File: src/rtl/gene_attractor_detector.sv
// ---------------------------------------------------------------------------
// gene_attractor_detector
//
// Watches the state trajectory of the gene regulatory network stage. After a
// start pulse, every valid x_in is compared against the states already seen.
// The first state that repeats ends the capture, and the detector reports:
//   - the attractor period,
//   - the transient length (states seen before the cycle was entered),
//   - the repeated state itself.
// If the history fills up with no repeat, the detector reports overflow
// (found=0, transient=DEPTH).
//
// Parameters
//   WIDTH  gene state width (must match the network state width)
//   DEPTH  history entries, power of two in 2..32
//   CW     width of count/period/transient, $clog2(DEPTH)+1
//
// Ports
//   clk         clock; all state changes on the rising edge
//   n_reset     synchronous, active-low reset
//   start       one-cycle pulse that begins (or restarts) a capture
//   valid       x_in carries a new network state this cycle
//   x_in        network state sample
//   busy        high while a trajectory is being tracked
//   done        high while results are held
//   found       1 = repeat detected, 0 = history overflow
//   period      attractor cycle length (1 = fixed point)
//   transient   number of states before the attractor was entered
//   attr_state  first repeated state (last sample on overflow)
// ---------------------------------------------------------------------------
module gene_attractor_detector #(
    parameter int WIDTH = 8,
    parameter int DEPTH = 16,
    parameter int CW    = $clog2(DEPTH) + 1
) (
    input  logic             clk,
    input  logic             n_reset,
    input  logic             start,
    input  logic             valid,
    input  logic [WIDTH-1:0] x_in,
    output logic             busy,
    output logic             done,
    output logic             found,
    output logic [CW-1:0]    period,
    output logic [CW-1:0]    transient,
    output logic [WIDTH-1:0] attr_state
);

    localparam int IW = $clog2(DEPTH);

    typedef enum logic [1:0] {
        IDLE  = 2'd0,
        TRACK = 2'd1,
        DONE  = 2'd2
    } state_t;

    state_t state;
    state_t state_next;

    // History is left unreset: entries at or above count are never compared,
    // so stale contents cannot cause a false match.
    logic [WIDTH-1:0] hist [DEPTH];
    logic [CW-1:0]    count;

    logic             hit;
    logic [CW-1:0]    hit_idx;
    logic             accept;
    logic             last_slot;

    // A sample is taken only while tracking, and never on a restart cycle.
    assign accept    = (state == TRACK) && valid && !start;
    assign last_slot = (count == CW'(DEPTH - 1));

    // Parallel compare against committed entries. Scanning from the top down
    // lets the lowest matching index win, since it is assigned last.
    always_comb begin
        hit     = 1'b0;
        hit_idx = '0;
        for (int i = DEPTH - 1; i >= 0; i--) begin
            if ((CW'(i) < count) && (hist[i] == x_in)) begin
                hit     = 1'b1;
                hit_idx = CW'(i);
            end
        end
    end

    always_ff @(posedge clk) begin
        if (!n_reset) begin
            state <= IDLE;
        end else begin
            state <= state_next;
        end
    end

    // Next state and status outputs. start always (re)enters TRACK, which
    // also covers the abort-and-restart case while already tracking.
    always_comb begin
        state_next = state;
        busy       = 1'b0;
        done       = 1'b0;
        case (state)
            IDLE: begin
                if (start) begin
                    state_next = TRACK;
                end
            end
            TRACK: begin
                busy = 1'b1;
                if (start) begin
                    state_next = TRACK;
                end else if (valid && (hit || last_slot)) begin
                    state_next = DONE;
                end
            end
            DONE: begin
                done = 1'b1;
                if (start) begin
                    state_next = TRACK;
                end
            end
            default: begin
                state_next = IDLE;
            end
        endcase
    end

    // Count and registered results. A start pulse clears everything so a
    // fresh capture never shows results from the previous one.
    always_ff @(posedge clk) begin
        if (!n_reset) begin
            count      <= '0;
            found      <= 1'b0;
            period     <= '0;
            transient  <= '0;
            attr_state <= '0;
        end else if (start) begin
            count      <= '0;
            found      <= 1'b0;
            period     <= '0;
            transient  <= '0;
            attr_state <= '0;
        end else if (accept) begin
            if (hit) begin
                found      <= 1'b1;
                period     <= count - hit_idx;
                transient  <= hit_idx;
                attr_state <= x_in;
            end else if (last_slot) begin
                // Overflow: count is left at DEPTH-1, the history is full.
                found      <= 1'b0;
                period     <= '0;
                transient  <= CW'(DEPTH);
                attr_state <= x_in;
            end else begin
                count <= count + 1'b1;
            end
        end
    end

    // A sample that did not repeat is committed, including the final one on
    // overflow.
    always_ff @(posedge clk) begin
        if (n_reset && accept && !hit) begin
            hist[count[IW-1:0]] <= x_in;
        end
    end

endmodule

File: config.mk
export PLATFORM = sky130hd
export DESIGN_NAME = gene_attractor_detector
export DESIGN_NICKNAME = d
export VERILOG_FILES = /design/src/rtl/gene_attractor_detector.sv
export SDC_FILE = /design/constraint.sdc
export NUM_CORES = 1
export LEC_CHECK = 0
export CAP_MARGIN = 20
export CORE_ASPECT_RATIO = 1.5
export CORE_MARGIN = 8
export CORE_UTILIZATION = 60
export CTS_CLUSTER_DIAMETER = 100
export DETAILED_ROUTE_END_ITERATION = 8
export GPL_TIMING_DRIVEN = 0
export PLACE_DENSITY = 0.91
export SLEW_MARGIN = 20
export SYNTH_ARGS = -nofsm -noshare
export SYNTH_HDL_FRONTEND = slang
export SYNTH_SLANG_ARGS = --single-unit
File: constraint.sdc
create_clock -name clk -period 4.8 [get_ports clk]
set_input_delay 0.96 -clock clk [delete_from_list [all_inputs] [get_ports clk]]
set_output_delay 0.96 -clock clk [all_outputs]
set_load 0.01 [all_outputs]
Yosys cells after proc, flatten, opt, wreduce, memory -nomap -nowiden
Memory sizes are Yosys's and may differ from the RTL's.
Cells that the tools add are included.
- bits in registers: 26
- memory bits (writable): 128
- input bits: 12
- output and inout bits: 21
- word-level logic and storage cells: 128
- memories: 1
- add/subtract/negate cells: 2
- magnitude comparators: 16
- eq/ne operators: 21
- multiplexer cells: 48
- bitwise operators: 3
- reduce and logical (&&, ||, !) cells: 31
- memory list (memory ; depth ; width ; read ports ; clocked after Yosys merged registers in ; wr ports ; RTL line ; RTL):
    hist ; 16 ; 8 ; 16 ; 0 ; 1 ; 62 ; logic [WIDTH-1:0] hist [DEPTH];
- operators by type and width (cell ; count):
    equality test 8 bit ; 16
    two-way mux 5 bit ; 19
    less-than comparator 4 x 5 -> 1 bit, first input constant ; 8
    two-way mux 1 bit ; 22
    logical AND 1 bit ; 21
    less-than comparator 3 x 5 -> 1 bit, first input constant ; 4
    two-way mux 8 bit ; 2
    less-than comparator 1 x 5 -> 1 bit, first input constant ; 2
    less-than comparator 2 x 5 -> 1 bit, first input constant ; 2
    two-way mux 2 bit ; 3
    adder 5 x 1 -> 5 bit, second input constant ; 1
    equality test 5 x 4 -> 1 bit, second input constant ; 1
    subtractor 5 bit ; 1
    two-way mux 4 bit ; 1
    case mux 2 bit (2 select lines) ; 1
    AND reduction 2 bit ; 2
    OR reduction 2 bit ; 2
    inequality test 3 x 2 -> 1 bit, second input constant ; 1
    inverter 1 bit ; 3
    AND reduction 3 bit ; 1
    equality test 2 x 1 -> 1 bit, second input constant ; 1
    equality test 2 bit, second input constant ; 1
    logical NOT 1 bit ; 2
    logical NOT 2 bit ; 1
    other kinds (3) ; 3

Longest topological paths before layout
An unclocked memory read counts as a cell.
- word-level depth: 24
- depth in mapped cells: 17
- gate-level depth less buffers: 15

Worst setup path before layout
OpenSTA, ideal clock, no wires.
- path kind: input to register
- from: input port x_in[4]
- to: register period[4]
- library setup time: 117 ps
- arrival: 3547 ps
- required time: 4683 ps
- slack: 1136 ps
- stages: 16
- path buffers: 1
- cell sequence: buf_4 -> xnor2_1 -> nand3_1 -> or4_4 -> nor2b_1 -> nor2_1 -> o21ai_0 -> a21oi_1 -> a21oi_1 -> ha_1 -> fa_1 -> inv_1 -> a21o_1 -> a21oi_1 -> xor2_1 -> a22o_1
- word-level cells in the longest chain between the ends: 20
- elaborated cells between the ends (all ways): 68
- those cells by class: add/sub: 1; eq/ne: 16; mux: 33; reduce/logical: 18
- RTL lines (element ; RTL line ; RTL):
    from (decl) ; 40 ; input logic [WIDTH-1:0] x_in,
    equality test 8 bit ; 80 ; if ((CW'(i) < count) && (hist[i] == x_in)) begin
    logical AND 1 bit ; 80 ;
    two-way mux 4 bit / two-way mux 1 bit (equally long branches) ; 80 ;
    two-way mux 5 bit / two-way mux 1 bit (equally long branches) (15 in series) ; 80 ;
    subtractor 5 bit / nonzero test 2 bit (equally long branches) ; -- ;
    two-way mux 5 bit / AND reduction 2 bit (equally long branches) ; -- ;
    to (signal assigned) ; 145 ; period <= count - hit_idx;
    to (decl) ; 44 ; output logic [CW-1:0] period,
Parallel ways exist; a longest one is shown, timed or not.
A chain may end at the register's enable or synchronous reset.

Worst setup path in the final report
- from: input port x_in[6]
- to: register period[4]
Same word-level chain as after synthesis.

==> impl_metrics.sql <==
INSERT INTO impl_metrics (metric_group, metric, value, unit) VALUES
('synthesis', 'synth-main-ff-cell', 'edfxtp_1', ''),
('die', 'fp.dieW', '105', 'um'),
('timing', 'hold_viol_final', '0', ''),
('global_routing', 'congestion_overflow_gr', '0', ''),
('pwr', 'seq_power_share', '49.1', '%'),
('timing', 'period_needed', '4430', 'ps'),
('timing', 'final.setup.tns', '0', 'ps'),
('min_path', 'min_path_type', 'flip-flop to flip-flop', ''),
('global_routing', 'globalRouteTotalUtil', '22.3', '%'),
('timing', 'rsz_0062_raised_after_global_routing', 'no', ''),
('die', 'initial_util', '60.9', '%'),
('pwr', 'powerDensity', '354', 'mW/mm2'),
('finish', 'fillers', '732', ''),
('synthesis', 'netlist-cell-type-count', '49', ''),
('critical_path', 'path_class', 'primary input to flip-flop', ''),
('synthesis', 'syn_nets', '574', ''),
('placement', 'placed_cells', '737', ''),
('global_routing', 'grt_pass1_vias', '4964', ''),
('timing', 'timing.slew.headroom', '41.8', '%'),
('pwr', 'clockPowerShare', '45.6', '%'),
('synthesis', 'synthCells', '553', ''),
('pwr', 'cell_internal_pwr', '2330', 'uW'),
('pwr', 'power.share.switching', '21.2', '%'),
('cts', 'clock_tree_from_tritoncts', 'done', ''),
('die', 'ioPinCount', '33', ''),
('pwr', 'power.combinational.fraction', '5.3', '%'),
('critical_path', 'worst_ep_arrival_time', '4750', 'ps'),
('synthesis', 'post_synth.cell_area_avg', '13.0', 'um2'),
('global_routing', 'grt_first_pass_wirelength', '26.3', 'mm'),
('cts', 'path_clk_slew', '60', 'ps'),
('die', 'std_cell_rows', '49', ''),
('die', 'die_area', '0.0158', 'mm2'),
('global_routing', 'grt_start_max_net_pins', '18', ''),
('pwr', 'report.power.total', '2950', 'uW'),
('status', 'status', 'finished clean', ''),
('timing', 'worst_slew_pin_slew', '871', 'ps'),
('critical_path', 'cpMostUsedCell', 'a21oi_1', ''),
('die', 'die_height', '150', 'um'),
('cts', 'clock_sink_count', '154', ''),
('finish', 'layout.nets', '624', ''),
('critical_path', 'cp.required', '5120', 'ps'),
('synthesis', 'sequential_share_of_the_synthesized_area', '60.6', '%'),
('timing', 'skew', '6.23', 'ps'),
('cts', 'cts.root.buffer_cell', 'clkbuf_16', ''),
('synthesis', 'yosysWarningCount', '0', ''),
('drt', 'routed-via-count', '4709', ''),
('timing', 'setup-violations-final', '0', ''),
('synthesis', 'mappedNetlistArea', '0.00720', 'mm2'),
('pwr', 'power.switching', '626', 'uW'),
('drt', 'drt_iter0_markers', '290', ''),
('cts', 'cts-buffers-inserted', '17', ''),
('timing', 'drv_slew', '0', ''),
('finish', 'number_of_antenna_repair_diodes', '0', ''),
('timing', 'setup_slack', '372', 'ps'),
('timing', 'clock.fmax', '226', 'MHz'),
('placement', 'dp_hpwl', '11.3', 'mm'),
('finish', 'area.growth.synth_to_final', '15.7', '%'),
('cts', 'clock_latency', '430', 'ps'),
('drt', 'avgRoutedWirePerCell', '22.0', 'um'),
('synthesis', 'ys_seq_elements', '154', ''),
('finish', 'layoutNonFillerInstCount', '768', ''),
('die', 'fp.coreArea', '0.0118', 'mm2'),
('drt', 'route.antenna.remaining_nets', '0', ''),
('finish', 'drive_above_1_share', '10.9', '%'),
('cts', 'cts-hold-fix-buffers', '0', ''),
('cts', 'ctsLongestPathBuffers', '2', ''),
('critical_path', 'cp_slowest_stage_delay', '590', 'ps'),
('critical_path', 'worstPathCellList', 'dlymetal6s2s_1 > buf_4 > buf_6 > xnor2_1 > nand4_1 > nor3_1 > o21ai_0 > a21oi_1 > o21ai_0 > a21oi_1 > a21oi_1 > ha_1 > fa_1 > inv_1 > a21o_1 > a21oi_1 > xor2_1 > a22o_1', ''),
('critical_path', 'crit_path_start_kind', 'primary input', ''),
('synthesis', 'synth_edf_count', '128', ''),
('pwr', 'p_leak', '0.00277', 'uW');
==> registers in the layout, indices dropped and copies added, names as in the netlist <==
signal / flops
attr_state: 8
period: 5
transient: 5
hist: 128
state: 2
count: 5
found: 1
==> area by class of cell <==
type                            instances  area [um2]  area share (%)
Timing Repair Buffer                   31         323            3.87
Clock inverter                         13         169            2.03
Multi-Input combinational cell        360        2580            31.0
Inverter                                8        30.0           0.360
Clock buffer                           18         429            5.15
Buffer                                 31         246            2.96
Tap cell                              153         191            2.30
Sequential cell                       154        4360            52.4
==> kinds of logic (layout without fill, tap and decap cells) <==
group / count (synthesis) / after routing / share of synthesized area, %
AO/OA/AOI/OAI: 59 / 59 / 5.44
XOR/XNOR: 132 / 132 / 16.1
adder cells (fa/ha/maj): 9 / 9 / 1.67
buffers and inverters: 39 / 101 / 3.84
flip-flops: 154 / 154 / 60.6
AND/OR/NAND/NOR: 160 / 160 / 12.4
==> per-stage QoR <==
| step | utilization [%] | cell area (um2) |
|---|---|---|
| 3_5_place_dp | 65.1 | 7700 |
| 4_1_cts | 70.3 | 8320 |
| 5_1_grt | 70.4 | 8330 |
| 6_report | 70.4 | 8330 |
| 2_1_floorplan | - | 7200 |
| 3_3_place_gp | 65.1 | 7700 |
==> synthesized netlist by cell type (all sizes together) (4+ instances only) <==
| cell type | n | area, um2 |
|---|---|---|
| a21o | 4 | 30.0 |
| xor2 | 46 | 403 |
| o211ai | 5 | 37.5 |
| a211oi | 4 | 35.0 |
| o21ai | 19 | 95.1 |
| nand3 | 17 | 85.1 |
| xnor2 | 86 | 753 |
| nor2b | 6 | 37.5 |
| nor2 | 24 | 90.1 |
| buf | 26 | 228 |
| nand4 | 27 | 184 |
| edfxtp | 128 | 3840 |
| or4 | 6 | 48.8 |
| a22o | 4 | 35.0 |
| or3 | 4 | 25.0 |
| nand2 | 28 | 108 |
| and2 | 4 | 25.0 |
| nand2b | 7 | 51.3 |
| dfxtp | 26 | 521 |
| clkbuf | 5 | 18.8 |
| inv | 8 | 30.0 |
| nor4 | 13 | 81.3 |
| ha | 8 | 100 |
| a21oi | 11 | 55.1 |
| nor3 | 19 | 105 |
==> final timing paths <==
path,from,endpoint,slack (ps),depth (start not counted)
setup / recovery,x_in[6],period[4],370,18
setup reg to reg,count[4],period[4],1140,16
hold reg to reg,found,found,470,1
hold / removal,found,found,470,1
==> critical path: cells and delay by family <==
| family | cells | cell delay, ps |
|---|---|---|
| buffers and inverters | 4 | 1220 |
| adder cells (fa/ha/maj) | 2 | 690 |
| AO/OA/AOI/OAI | 8 | 1140 |
| AND/OR/NAND/NOR | 2 | 410 |
| XOR/XNOR | 2 | 290 |
==> repair_timing <==
action,in CTS,in global routing
gates cloned,0,0
endpoints found under the setup margin,33,106
buffers inserted,0,0
resized for setup,5,9
==> metal layers <==
layer | track usage [%] | up-vias | routed length, um
li1 | - | 2109 | -
met1 | 22.4 | 2308 | 6040
met2 | 38.4 | 213 | 8780
met3 | 5.61 | 79 | 1040
met4 | 18.6 | 0 | 1020
met5 | 0 | - | 0
==> cell usage in the layout (no fill, tap or decap), types with 14 or more instances in the layout <==
master	synthesis	routed
nor2_1	24	24
edfxtp_1	128	128
xnor2_1	86	86
clkdlybuf4s50_1	0	23
nand2_1	27	27
nand3_1	17	17
dfxtp_1	26	26
o21ai_0	18	18
buf_6	14	14
clkbuf_16	0	17
nand4_1	26	26
xor2_1	46	46
==> power groups by stage <==
stage / clock network [uW] / logic, uW / registers (uW)
after global routing: 1400 / 166 / 1450
after detailed placement: 0 / 154 / 1480
after global placement: 0 / 148 / 1480
after CTS: 1350 / 156 / 1450
after floorplan: 0 / 96.4 / 1480
final: 1350 / 157 / 1450
No activity file was read; power rests on OpenSTA's default activity.
